[config.mk]
export PLATFORM = sky130hd
export DESIGN_NAME = program_sequencer_stk_flat
export DESIGN_NICKNAME = d
export VERILOG_FILES = /design/src/rtl/program_sequencer_stk_if.sv /design/src/rtl/program_sequencer_stk.sv /design/src/flat_wrapper.sv
export SDC_FILE = /design/constraint.sdc
export NUM_CORES = 1
export LEC_CHECK = 0
export BUFFER_PORTS_ARGS = -buffer_cell sky130_fd_sc_hd__buf_2
export CAP_MARGIN = 25
export CORE_UTILIZATION = 30
export CTS_CLUSTER_SIZE = 10
export DETAILED_ROUTE_END_ITERATION = 10
export GPL_ROUTABILITY_DRIVEN = 0
export PLACE_DENSITY_LB_ADDON = 0.12
export SYNTH_ARGS = -nofsm -noshare
export SYNTH_HDL_FRONTEND = slang
export SYNTH_SLANG_ARGS = --single-unit
[constraint.sdc]
create_clock -name clk -period 2.3 [get_ports clk]
set_clock_uncertainty 0.05 [all_clocks]
set_input_delay 0.46 -clock clk [delete_from_list [all_inputs] [get_ports clk]]
set_output_delay 0.46 -clock clk [all_outputs]
set_load 0.1 [all_outputs]
[src/rtl/program_sequencer_stk_if.sv]
// Decoder-to-sequencer control bundle and sequencer status outputs.
// The master side is the instruction decoder; the slave side is the sequencer.
interface program_sequencer_stk_if #(
  parameter int PC_W        = 8,
  parameter int JA_W        = 4,
  parameter int STACK_DEPTH = 4,
  parameter int LC_W        = 8
);
  localparam int SP_W = $clog2(STACK_DEPTH + 1);

  logic            sync_reset;
  logic            hold;
  logic            jmp;
  logic            jmp_nz;
  logic            dont_jmp;
  logic            call;
  logic            ret;
  logic [JA_W-1:0] jmp_addr;
  logic            loop_start;
  logic            loop_end;
  logic [LC_W-1:0] loop_cnt;
  logic [PC_W-1:0] pm_addr;
  logic [PC_W-1:0] pc;
  logic [SP_W-1:0] sp;
  logic            stack_err;
  logic            loop_active;

  modport master (
    output sync_reset, hold, jmp, jmp_nz, dont_jmp, call, ret, jmp_addr,
           loop_start, loop_end, loop_cnt,
    input  pm_addr, pc, sp, stack_err, loop_active
  );

  modport slave (
    input  sync_reset, hold, jmp, jmp_nz, dont_jmp, call, ret, jmp_addr,
           loop_start, loop_end, loop_cnt,
    output pm_addr, pc, sp, stack_err, loop_active
  );
endinterface

[src/rtl/program_sequencer_stk.sv]
// Program sequencer with return-address stack: selects the next program-memory
// address each cycle. Define SEQ_LOOP_EN to add a single-level zero-overhead loop.
module program_sequencer_stk #(
  parameter int PC_W        = 8,
  parameter int JA_W        = 4,
  parameter int STACK_DEPTH = 4,
  parameter int LC_W        = 8
) (
  input  logic                    clk,
  input  logic                    reset_n,
  program_sequencer_stk_if.slave  bus
);
  localparam int SP_W  = $clog2(STACK_DEPTH + 1);
  localparam int IDX_W = (STACK_DEPTH > 1) ? $clog2(STACK_DEPTH) : 1;

  logic [PC_W-1:0]  pc_reg;
  logic [PC_W-1:0]  pm_addr_next;
  logic [PC_W-1:0]  pc_inc;
  logic [PC_W-1:0]  target;
  logic [PC_W-1:0]  top_entry;
  logic [SP_W-1:0]  sp_reg, sp_next;
  logic             stack_err_reg, stack_err_next;
  logic             push_en;
  logic [IDX_W-1:0] push_idx;
  logic [IDX_W-1:0] top_idx;
  logic             stack_empty;
  logic             stack_full;
  logic             branch_src;
  logic [PC_W-1:0]  stack_mem [STACK_DEPTH];

  assign pc_inc      = pc_reg + PC_W'(1);
  assign target      = {bus.jmp_addr, {(PC_W-JA_W){1'b0}}};
  assign stack_empty = (sp_reg == '0);
  assign stack_full  = (sp_reg == SP_W'(STACK_DEPTH));
  assign push_idx    = IDX_W'(sp_reg);
  assign top_idx     = IDX_W'(sp_reg - SP_W'(1));
  assign top_entry   = stack_mem[top_idx];
  // Any source that outranks the hardware loop redirect.
  assign branch_src  = bus.ret | bus.call | bus.jmp | (bus.jmp_nz & ~bus.dont_jmp);

`ifdef SEQ_LOOP_EN
  logic [PC_W-1:0] loop_top_reg, loop_top_next;
  logic [LC_W-1:0] loop_count_reg, loop_count_next;
  logic            loop_active_reg, loop_active_next;
  logic            loop_taken;

  assign loop_taken = bus.loop_end & loop_active_reg & (loop_count_reg != '0);

  always_comb begin
    loop_top_next    = loop_top_reg;
    loop_count_next  = loop_count_reg;
    loop_active_next = loop_active_reg;
    if (bus.sync_reset) begin
      loop_count_next  = '0;
      loop_active_next = 1'b0;
    end else if (!bus.hold) begin
      if (bus.loop_start) begin
        loop_top_next    = pc_inc;
        loop_count_next  = bus.loop_cnt;
        loop_active_next = 1'b1;
      end else if (bus.loop_end && loop_active_reg) begin
        if (loop_count_reg == '0) begin
          loop_active_next = 1'b0;
        end else if (!branch_src) begin
          loop_count_next = loop_count_reg - LC_W'(1);
        end
      end
    end
  end

  always_ff @(posedge clk or negedge reset_n) begin
    if (!reset_n) begin
      loop_top_reg    <= '0;
      loop_count_reg  <= '0;
      loop_active_reg <= 1'b0;
    end else begin
      loop_top_reg    <= loop_top_next;
      loop_count_reg  <= loop_count_next;
      loop_active_reg <= loop_active_next;
    end
  end

  assign bus.loop_active = loop_active_reg;
`else
  logic unused_loop_inputs;
  assign unused_loop_inputs = ^{bus.loop_start, bus.loop_end, bus.loop_cnt};
  assign bus.loop_active    = 1'b0;
`endif

  always_comb begin
    pm_addr_next   = pc_inc;
    sp_next        = sp_reg;
    stack_err_next = stack_err_reg;
    push_en        = 1'b0;
    if (!reset_n) begin
      pm_addr_next = '0;
    end else if (bus.sync_reset) begin
      pm_addr_next   = '0;
      sp_next        = '0;
      stack_err_next = 1'b0;
    end else if (bus.hold) begin
      pm_addr_next = pc_reg;
    end else if (bus.ret) begin
      // Underflow falls back to a plain increment.
      if (stack_empty) begin
        stack_err_next = 1'b1;
      end else begin
        pm_addr_next = top_entry;
        sp_next      = sp_reg - SP_W'(1);
      end
    end else if (bus.call) begin
      pm_addr_next = target;
      if (stack_full) begin
        stack_err_next = 1'b1;
      end else begin
        push_en = 1'b1;
        sp_next = sp_reg + SP_W'(1);
      end
    end else if (bus.jmp || (bus.jmp_nz && !bus.dont_jmp)) begin
      pm_addr_next = target;
`ifdef SEQ_LOOP_EN
    end else if (loop_taken) begin
      pm_addr_next = loop_top_reg;
`endif
    end
  end

  always_ff @(posedge clk or negedge reset_n) begin
    if (!reset_n) begin
      pc_reg        <= '0;
      sp_reg        <= '0;
      stack_err_reg <= 1'b0;
    end else begin
      pc_reg        <= pm_addr_next;
      sp_reg        <= sp_next;
      stack_err_reg <= stack_err_next;
    end
  end

  // Entries are left stale on pop; only sp tracks validity.
  generate
    for (genvar gi = 0; gi < STACK_DEPTH; gi++) begin : g_stack
      always_ff @(posedge clk) begin
        if (push_en && (push_idx == IDX_W'(gi))) begin
          stack_mem[gi] <= pc_inc;
        end
      end
    end
  endgenerate

  assign bus.pm_addr   = pm_addr_next;
  assign bus.pc        = pc_reg;
  assign bus.sp        = sp_reg;
  assign bus.stack_err = stack_err_reg;
endmodule

[src/flat_wrapper.sv]
// flat-port wrapper written by rule: the top's interface ports become plain ports
module program_sequencer_stk_flat 
#(
  parameter int PC_W        = 8,
  parameter int JA_W        = 4,
  parameter int STACK_DEPTH = 4,
  parameter int LC_W        = 8
)
  (clk, reset_n, bus_sync_reset, bus_hold, bus_jmp, bus_jmp_nz, bus_dont_jmp, bus_call, bus_ret, bus_jmp_addr, bus_loop_start, bus_loop_end, bus_loop_cnt, bus_pm_addr, bus_pc, bus_sp, bus_stack_err, bus_loop_active);
  program_sequencer_stk_if #(.PC_W(PC_W), .JA_W(JA_W), .STACK_DEPTH(STACK_DEPTH), .LC_W(LC_W)) bus_i ();
  input  logic clk;
  input  logic reset_n;
  input wire logic [$bits(bus_i.sync_reset)-1:0] bus_sync_reset;
  input wire logic [$bits(bus_i.hold)-1:0] bus_hold;
  input wire logic [$bits(bus_i.jmp)-1:0] bus_jmp;
  input wire logic [$bits(bus_i.jmp_nz)-1:0] bus_jmp_nz;
  input wire logic [$bits(bus_i.dont_jmp)-1:0] bus_dont_jmp;
  input wire logic [$bits(bus_i.call)-1:0] bus_call;
  input wire logic [$bits(bus_i.ret)-1:0] bus_ret;
  input wire logic [$bits(bus_i.jmp_addr)-1:0] bus_jmp_addr;
  input wire logic [$bits(bus_i.loop_start)-1:0] bus_loop_start;
  input wire logic [$bits(bus_i.loop_end)-1:0] bus_loop_end;
  input wire logic [$bits(bus_i.loop_cnt)-1:0] bus_loop_cnt;
  output wire logic [$bits(bus_i.pm_addr)-1:0] bus_pm_addr;
  output wire logic [$bits(bus_i.pc)-1:0] bus_pc;
  output wire logic [$bits(bus_i.sp)-1:0] bus_sp;
  output wire logic [$bits(bus_i.stack_err)-1:0] bus_stack_err;
  output wire logic [$bits(bus_i.loop_active)-1:0] bus_loop_active;
  assign bus_i.sync_reset = bus_sync_reset;
  assign bus_i.hold = bus_hold;
  assign bus_i.jmp = bus_jmp;
  assign bus_i.jmp_nz = bus_jmp_nz;
  assign bus_i.dont_jmp = bus_dont_jmp;
  assign bus_i.call = bus_call;
  assign bus_i.ret = bus_ret;
  assign bus_i.jmp_addr = bus_jmp_addr;
  assign bus_i.loop_start = bus_loop_start;
  assign bus_i.loop_end = bus_loop_end;
  assign bus_i.loop_cnt = bus_loop_cnt;
  assign bus_pm_addr = bus_i.pm_addr;
  assign bus_pc = bus_i.pc;
  assign bus_sp = bus_i.sp;
  assign bus_stack_err = bus_i.stack_err;
  assign bus_loop_active = bus_i.loop_active;
  program_sequencer_stk #(.PC_W(PC_W), .JA_W(JA_W), .STACK_DEPTH(STACK_DEPTH), .LC_W(LC_W)) u_core (.clk(clk), .reset_n(reset_n), .bus(bus_i));
endmodule
# Yosys cells after proc, flatten, opt, wreduce, memory -nomap -nowiden
# Memories as Yosys holds them, arrays and structs flattened.
# Index checks and enable logic that the tools add are counted.
[classes]
add_sub_neg = 3
n_eq_ne = 8
mux = 42
n_reduce_logical = 16
[ops]
columns = ["operator", "n"]
rows = [
  ["2-to-1 mux 8 bit", 10],
  ["OR reduction 8 bit", 3],
  ["2-to-1 mux 1 bit", 23],
  ["2-to-1 mux 3 bit", 6],
  ["AND reduction 5 bit", 2],
  ["adder 8 x 1 -> 8 bit, second input constant", 1],
  ["2-to-1 mux 2 bit", 3],
  ["inequality test 3 bit, second input constant", 2],
  ["nonzero test 3 bit", 2],
  ["logical AND 1 bit", 5],
  ["equality test 2 bit, second input constant", 2],
  ["adder 3 x 1 -> 3 bit, second input constant", 1],
  ["equality test 3 bit, second input constant", 1],
  ["zero test 3 bit", 1],
  ["inequality test 3 x 2 -> 1 bit, second input constant", 1],
  ["subtractor 3 x 1 -> 3 bit, second input constant", 1],
  ["equality test 2 x 1 -> 1 bit, second input constant", 1],
  ["zero test 2 bit", 1],
  ["inequality test 2 bit, second input constant", 1],
  ["zero test 1 bit", 1],
  ["logical OR 1 bit", 1],
]
[totals]
reg_bits = 12
mem_bits_rw = 32
output_inout_bits = 21
wordCells = 73
n_memories = 1
[memory_table]
columns = ["memory", "words", "word_bits", "read_ports", "rd_ports_with_merged_regs", "wr", "line_no", "text"]
rows = [
  ["u_core.stack_mem", 4, 8, 1, 0, 1, "program_sequencer_stk.sv:29", "logic [PC_W-1:0] stack_mem [STACK_DEPTH];"],
]

# Longest topological paths before layout
# Gate-level depths: netlist of the first run.
[depth]
depth_word = 14
mapped_depth = 8
depth_no_buf = 6

# Worst setup path after synthesis of the first run
# No wires, ideal clock.
[synth_path]
path_type = "reg2out"
start = "reg u_core.sp_reg[0], in the netlist u_core.bus.sp[0]"
end = "out bus_pm_addr[6]"
t_arrival_ns = 4.404
setup_slack_ns = -2.614
stages_incl_launch_ff = 8
path_cell_list = "dfrtp_1 > buf_6 > inv_1 > ha_1 > buf_2 > mux4_1 > nand2_1 > a311oi_1"
[synth_via]
elab_chain_len = 7
elab_cells_between_ends = 8
classes_between = "add/sub: 1; mux: 5; reduce/logical: 1; memory: 1"
[synth_rtl]
columns = ["item", "line_no", "text"]
rows = [
  ["start, declared", "program_sequencer_stk.sv:21", "logic [SP_W-1:0] sp_reg, sp_next;"],
  ["start signal, assigned", "program_sequencer_stk.sv:135", "sp_reg <= sp_next;"],
  ["subtractor 3 x 1 -> 3 bit", "program_sequencer_stk.sv:36", "assign top_idx = IDX_W'(sp_reg - SP_W'(1));"],
  ["memory read (4 x 8 bit)", "n/a", ""],
  ["2-to-1 mux 8 bit *", "program_sequencer_stk.sv:105", "if (stack_empty) begin"],
  ["2-to-1 mux 8 bit *", "program_sequencer_stk.sv:103", "end else if (bus.ret) begin"],
  ["2-to-1 mux 8 bit *", "program_sequencer_stk.sv:101", "end else if (bus.hold) begin"],
  ["2-to-1 mux 8 bit *", "program_sequencer_stk.sv:97", "end else if (bus.sync_reset) begin"],
  ["2-to-1 mux 8 bit *", "program_sequencer_stk.sv:95", "if (!reset_n) begin"],
  ["end, declared", "flat_wrapper.sv:24", "output wire logic [$bits(bus_i.pm_addr)-1:0] bus_pm_addr;"],
]
# Every way passes the cells marked *; elsewhere a longest branch is shown, timed or not.

# Final worst setup path of the first run
[layout_path]
start = "reg u_core.sp_reg[0], in the netlist u_core.bus.sp[0]"
end = "out bus_pm_addr[2]"
# Same word-level chain as after synthesis.

==> results.md, run 1 <==
- Status: finished, violations left
- Failing checks: negative setup slack
- Setup crit start: u_core.bus.sp[0]
- First-pass GRT wire length: just under 10,000 um
- H-tree depth: 2
- Commonest cells in the synthesized netlist: edfxtp_1 (32), dfrtp_1 (12), nor2_1 (10)
- Fill cells: approximately 700
- Syn nets: 200
- Initial antenna violation count: 0
- WHS: between 40 and 50 ps
- TritonCTS clock tree: built
- Hold Path Class: primary input to async pin
- I/O pin count: between 40 and 50
- Clock transition at path regs: ~100 ps
- Final Cell Area: 3408 um^2
- Drt wl/cell: between 15 and 20 um
- #FFs+latches synth: 44
- WP data required: between 1500 and 2000 ps
- Post-synth ARST share: 0.2727
- Synth-to-layout area growth: 50.58%
- Yosys top cell area share: 0.4245
- Slew Limit Fails: 0
- Rows: 31
- Total Routing Usage GR: 0.1722
- Main synth FF type: edfxtp_1
- Max IR drop VDD: 323.5 uV
- Largest register FFs: 32
- Clk sink count: 44
- Cell Pwr Density: between 1000 and 1500 nW/um^2
- Largest net degree at the start of global routing: 16
- Distinct cells, synth: 49
- Worst stage delay on the critical path: 490 ps
- Drc violations: 0
- Worst reg2reg startpoint: u_core.bus.sp[0]
- Die H: 88.86 um
- Worst path slowest cell: dfrtp_4
- PortBufs: 32
- Startpoint type of the worst setup path: flip-flop
- Max Freq: 378.5 MHz
- Antenna viol nets, final: 0
- Crit path cell chain: inv_6 -> ha_4 -> mux4_2 -> and2_4 -> o221ai_4 -> a31oi_4 -> buf_12
- R2R depth: 8
- Post-route clock period utilization: 1.149
- Setup ws final: -341.9 ps
- CTS buffer count: 5
- Clk Latency, worst-skew pair: 300 ps
- Die area: approximately 7900 um^2
- Post-synth EDFFs: 32
- Final min period: 2642 ps
- DP Area: ~3200 um^2
- DRT Pass-1 Iters: 4
- Leak: roughly 1.3 nW
- Fin nets: between 200 and 300
- Max Cap Viol: 0
- Vias per Instance: a little under 5
- Pre-CTS setup slack: -115.2 ps
- Area contributors post-synth: edfxtp_1 (42%), dfrtp_1 (13%), mux4_1 (7.0%)
- Endpoints failing setup: 8
- Mapped Cells: about 170
- Crit Path Max Fanout: 7
- Die X: roughly 89 um
- Most instantiated library cell after synthesis: edfxtp_1
- Remaining Overflow, GRT: 0
- Initial Util: 0.3104
- Avg Cell Area, Syn: ~13 um^2
- Clock Tree Buf Depth: 2
- Hold violation count in the final report: 0
- Vias in the first global route: 1,872
- Fraction of the yosys area taken by sequential cells: 0.5572
- Final WL: about 6200 um
- YS warnings: 0
- RSZ-0062 raised after global routing: yes
- Area of the core: 7292 um^2
- Critical path class: flip-flop to output port
- Layout cells sized above 1: 0.5296
- Synth Cell Area: between 2000 and 2500 um^2
- FF-to-FF setup slack: 260 ps
- DR iter-0 viols: 83
- CP endpoint: bus_pm_addr[2]
- Post-synth top area cell: edfxtp_1
- Routed via count: approximately 1,700
- HPWL after detailed placement: roughly 4700 um
- Capturing point of the worst reg2reg path: u_core.bus.pc[4]
- N_diodes: 0
- Crit path capture type: output port
- WP data arrival: 2130 ps
- Clock root buffer: clkbuf_8
[cells in the final DEF (no fill, tap or decap), drive strengths merged, types with 3 or more instances in the layout]
| cell | count |
|---|---|
| inv | 8 |
| and2 | 5 |
| mux4 | 8 |
| dfrtp | 12 |
| a31oi | 4 |
| o21ai | 6 |
| o21a | 4 |
| ha | 6 |
| nor2b | 3 |
| edfxtp | 32 |
| clkbuf | 5 |
| nand3b | 3 |
| a21oi | 5 |
| and4 | 3 |
| nor2 | 10 |
| nand2b | 3 |
| nand3 | 6 |
| nor3 | 3 |
| buf | 83 |
| xnor2 | 5 |
| nand2 | 8 |
[area by class of cell]
type                            instances  area (um^2)  share of cell area
Inverter                                7        31.28            0.009178
Multi-Input combinational cell        111         1127              0.3308
Tap cell                               99        123.9             0.03634
Sequential cell                        44         1286              0.3774
Clock inverter                          3        46.29             0.01358
Clock buffer                            5        68.82             0.02019
Timing Repair Buffer                   83        724.4              0.2126
[power by group]
group / leakage [nW] / switching, mW / internal, mW
sequential: 0.437 / 0.0637 / 0.925
clock: 0.0548 / 0.290 / 0.327
combinational: 0.828 / 1.05 / 0.809
total: 1.32 / 1.40 / 2.06
[worst max-delay path, delay by kind of cell, from the launching register on]
family	cells	cell delay, ps
simple gates	1	180
buf+inv	2	220
flops	1	490
fa+ha+maj	1	320
mux	1	300
compound gates	2	300
[worst min path at each step]
stage | start | end | cells past startpoint
detailed placement | reset_n | u_core.bus.stack_err | 2
global placement | reset_n | u_core.bus.stack_err | 2
global route | reset_n | u_core.bus.stack_err | 2
CTS | reset_n | u_core.bus.sp[1] | 2
finish | reset_n | u_core.bus.sp[2] | 2
floorplan | reset_n | u_core.bus.pc[3] | 0
[kinds of logic after synthesis]
family          synth area share
mux                       0.1083
xor+xnor                 0.02709
fa+ha+maj                0.03317
simple gates              0.1205
compound gates            0.1172
other cells             0.001657
buf+inv                  0.03482
flops                     0.5572
[timing repair]
item / in CTS / in global routing
buffers inserted: 6 / 2
gates resized for setup: 12 / 1
setup endpoints to repair: 8 / 8
hold buffers: 0 / 0
pin swaps: 6 / 4
[metrics by stage]
stage	cells	utilization	power, mW	setup TNS (ps)
floorplan	171	-	2.174	-4169
global placement	336	0.4370	2.662	-435.3
detailed placement	336	0.4370	2.689	-585.2
CTS	350	0.4659	3.474	-2743
global route	352	0.4674	3.617	-3028
finish	352	0.4674	3.462	-2520
[per-layer routing]
| metal | global-route usage | vias to the layer above | part of all wire |
|---|---|---|---|
| li1 | - | 810 | - |
| met1 | 0.2118 | 869 | 0.45 |
| met2 | 0.3021 | 54 | 0.50 |
| met3 | 0.03172 | 13 | 0.036 |
| met4 | 0.06158 | 0 | 0.020 |
| met5 | 0 | - | 0 |
Power figures use the tool's default switching activity.
==> run 2: changes to the inputs <==
==> constraint.sdc (replaced) <==
create_clock -name clk -period 2.44 [get_ports clk]
set_clock_uncertainty 0.05 [all_clocks]
set_input_delay 0.488 -clock clk [delete_from_list [all_inputs] [get_ports clk]]
set_output_delay 0.488 -clock clk [all_outputs]
set_load 0.1 [all_outputs]
==> results.md, run 2 (same netlist as run 1, synthesis figures left out) <==
- RSZ-0062 raised after global routing: yes
- Routed via count: 1,607
- Layout cells sized above 1: 0.5210
- Critical path class: flip-flop to output port
- Antenna viol nets, final: 0
- PortBufs: 32
- Remaining Overflow, GRT: 0
- H-tree depth: 2
- Crit path capture type: output port
- Clock root buffer: clkbuf_8
- Startpoint type of the worst setup path: flip-flop
- R2R depth: 8
- WP data required: roughly 1900 ps
- Endpoints failing setup: 8
- CTS buffer count: 5
- Clock transition at path regs: approximately 90 ps
- I/O pin count: 44
- Final min period: roughly 2700 ps
- Drt wl/cell: between 15 and 20 um
- Max Cap Viol: 0
- Drc violations: 0
- Clk Latency, worst-skew pair: 300 ps
- Slew Limit Fails: 0
- Cell Pwr Density: ~1000 nW/um^2
- Post-route clock period utilization: 1.099
- N_diodes: 0
- WP data arrival: approximately 2100 ps
- Commonest non-fill, non-tap cells in the layout: buf_4 (35), edfxtp_1 (32), buf_2 (24)
- DR iter-0 viols: 22
- Clock Tree Buf Depth: 2
- TritonCTS clock tree: built
- Die X: 88.86 um
- Synth-to-layout area growth: 43.28%
- Pre-CTS setup slack: -144.5 ps
- Initial antenna violation count: 0
- Leak: approximately 1.2 nW
- Setup ws final: -241.6 ps
- Commonest non-fill, non-tap cell in the layout: buf_4
- Status: finished, violations left
- Max Freq: around 370 MHz
- Fin nets: roughly 270
- Failing checks: negative setup slack
- Total Routing Usage GR: 0.1580
- Hold violation count in the final report: 0
- Max IR drop VDD: 306.8 uV
- WHS: 94.62 ps
- Vias per Instance: 4.769
- Die H: between 80 and 90 um
- Crit Path Max Fanout: 6
- First-pass GRT wire length: between 8000 and 9000 um
- Largest register FFs: 32
- HPWL after detailed placement: between 4000 and 5000 um
- Area of the core: 7292 um^2
- Clk sink count: 44
- DRT Pass-1 Iters: 4
- Hold Path Class: primary input to async pin
- Final WL: roughly 5800 um
- Total chip power: roughly 3.2 mW
- Largest net degree at the start of global routing: 16
- Die area: 7896 um^2
- Vias in the first global route: around 1,700
- Initial Util: 0.3104
- Rows: 31
-- run 2: timing repair --
| action | 4_1_cts | 5_1_grt |
|---|---|---|
| gates resized for setup | 14 | 3 |
| hold buffers | 0 | 0 |
| pin swaps | 9 | 4 |
| setup endpoints to repair | 8 | 8 |
| buffers inserted | 6 | 3 |
-- run 2: through the flow --
stage                     utilization  setup TNS, ps  std cells  instance area [um^2]
after CTS                      0.4401          -1754        334                  3209
after floorplan                     -          -2681        171                  2465
after detailed placement       0.4127         -330.4        320                  3009
after global placement         0.4127         -170.2        320                  3009
final                          0.4447          -1493        337                  3243
after global routing           0.4447          -2173        337                  3243
-- run 2: final timing paths --
kind / startpoint / to / slack (ps)
max: u_core.bus.sp[0] / bus_pm_addr[1] / -240
min: reset_n / u_core.bus.stack_err / 90
max reg2reg: u_core.bus.sp[0] / u_core.bus.pc[4] / 410
min reg2reg: u_core.bus.stack_err / u_core.bus.stack_err / 510
max in group asynchronous: reset_n / u_core.bus.sp[0] / 2030
min in group clk: bus_sync_reset / u_core.bus.stack_err / 420
-- run 2: final cells by class --
cell class,count,area (um^2)
Clock inverter,3,46.29
Inverter,7,31.28
Fill cell,692,4049
Multi-Input combinational cell,111,1132
Sequential cell,44,1286
Tap cell,99,123.9
Timing Repair Buffer,68,554.3
Clock buffer,5,68.82
-- run 2: critical path: stages, from the launching register on --
cell      delay (ps)
dfrtp_4          530
inv_6             80
ha_4             220
buf_6            130
mux4_2           310
a221oi_4         330
nor2_4            80
buf_12           170
-- run 2: metal layers --
layer,share of wire,global-route usage
met5,0,0
met2,0.50,0.2699
met3,0.037,0.03265
met4,0.021,0.05865
met1,0.44,0.1971
-- run 2: where the power goes --
group          leakage [nW]  switching (mW)  internal (mW)
Combinational         0.736           0.950          0.689
Sequential            0.437          0.0669          0.873
Clock                0.0548           0.267          0.309
Total                  1.23            1.28           1.87
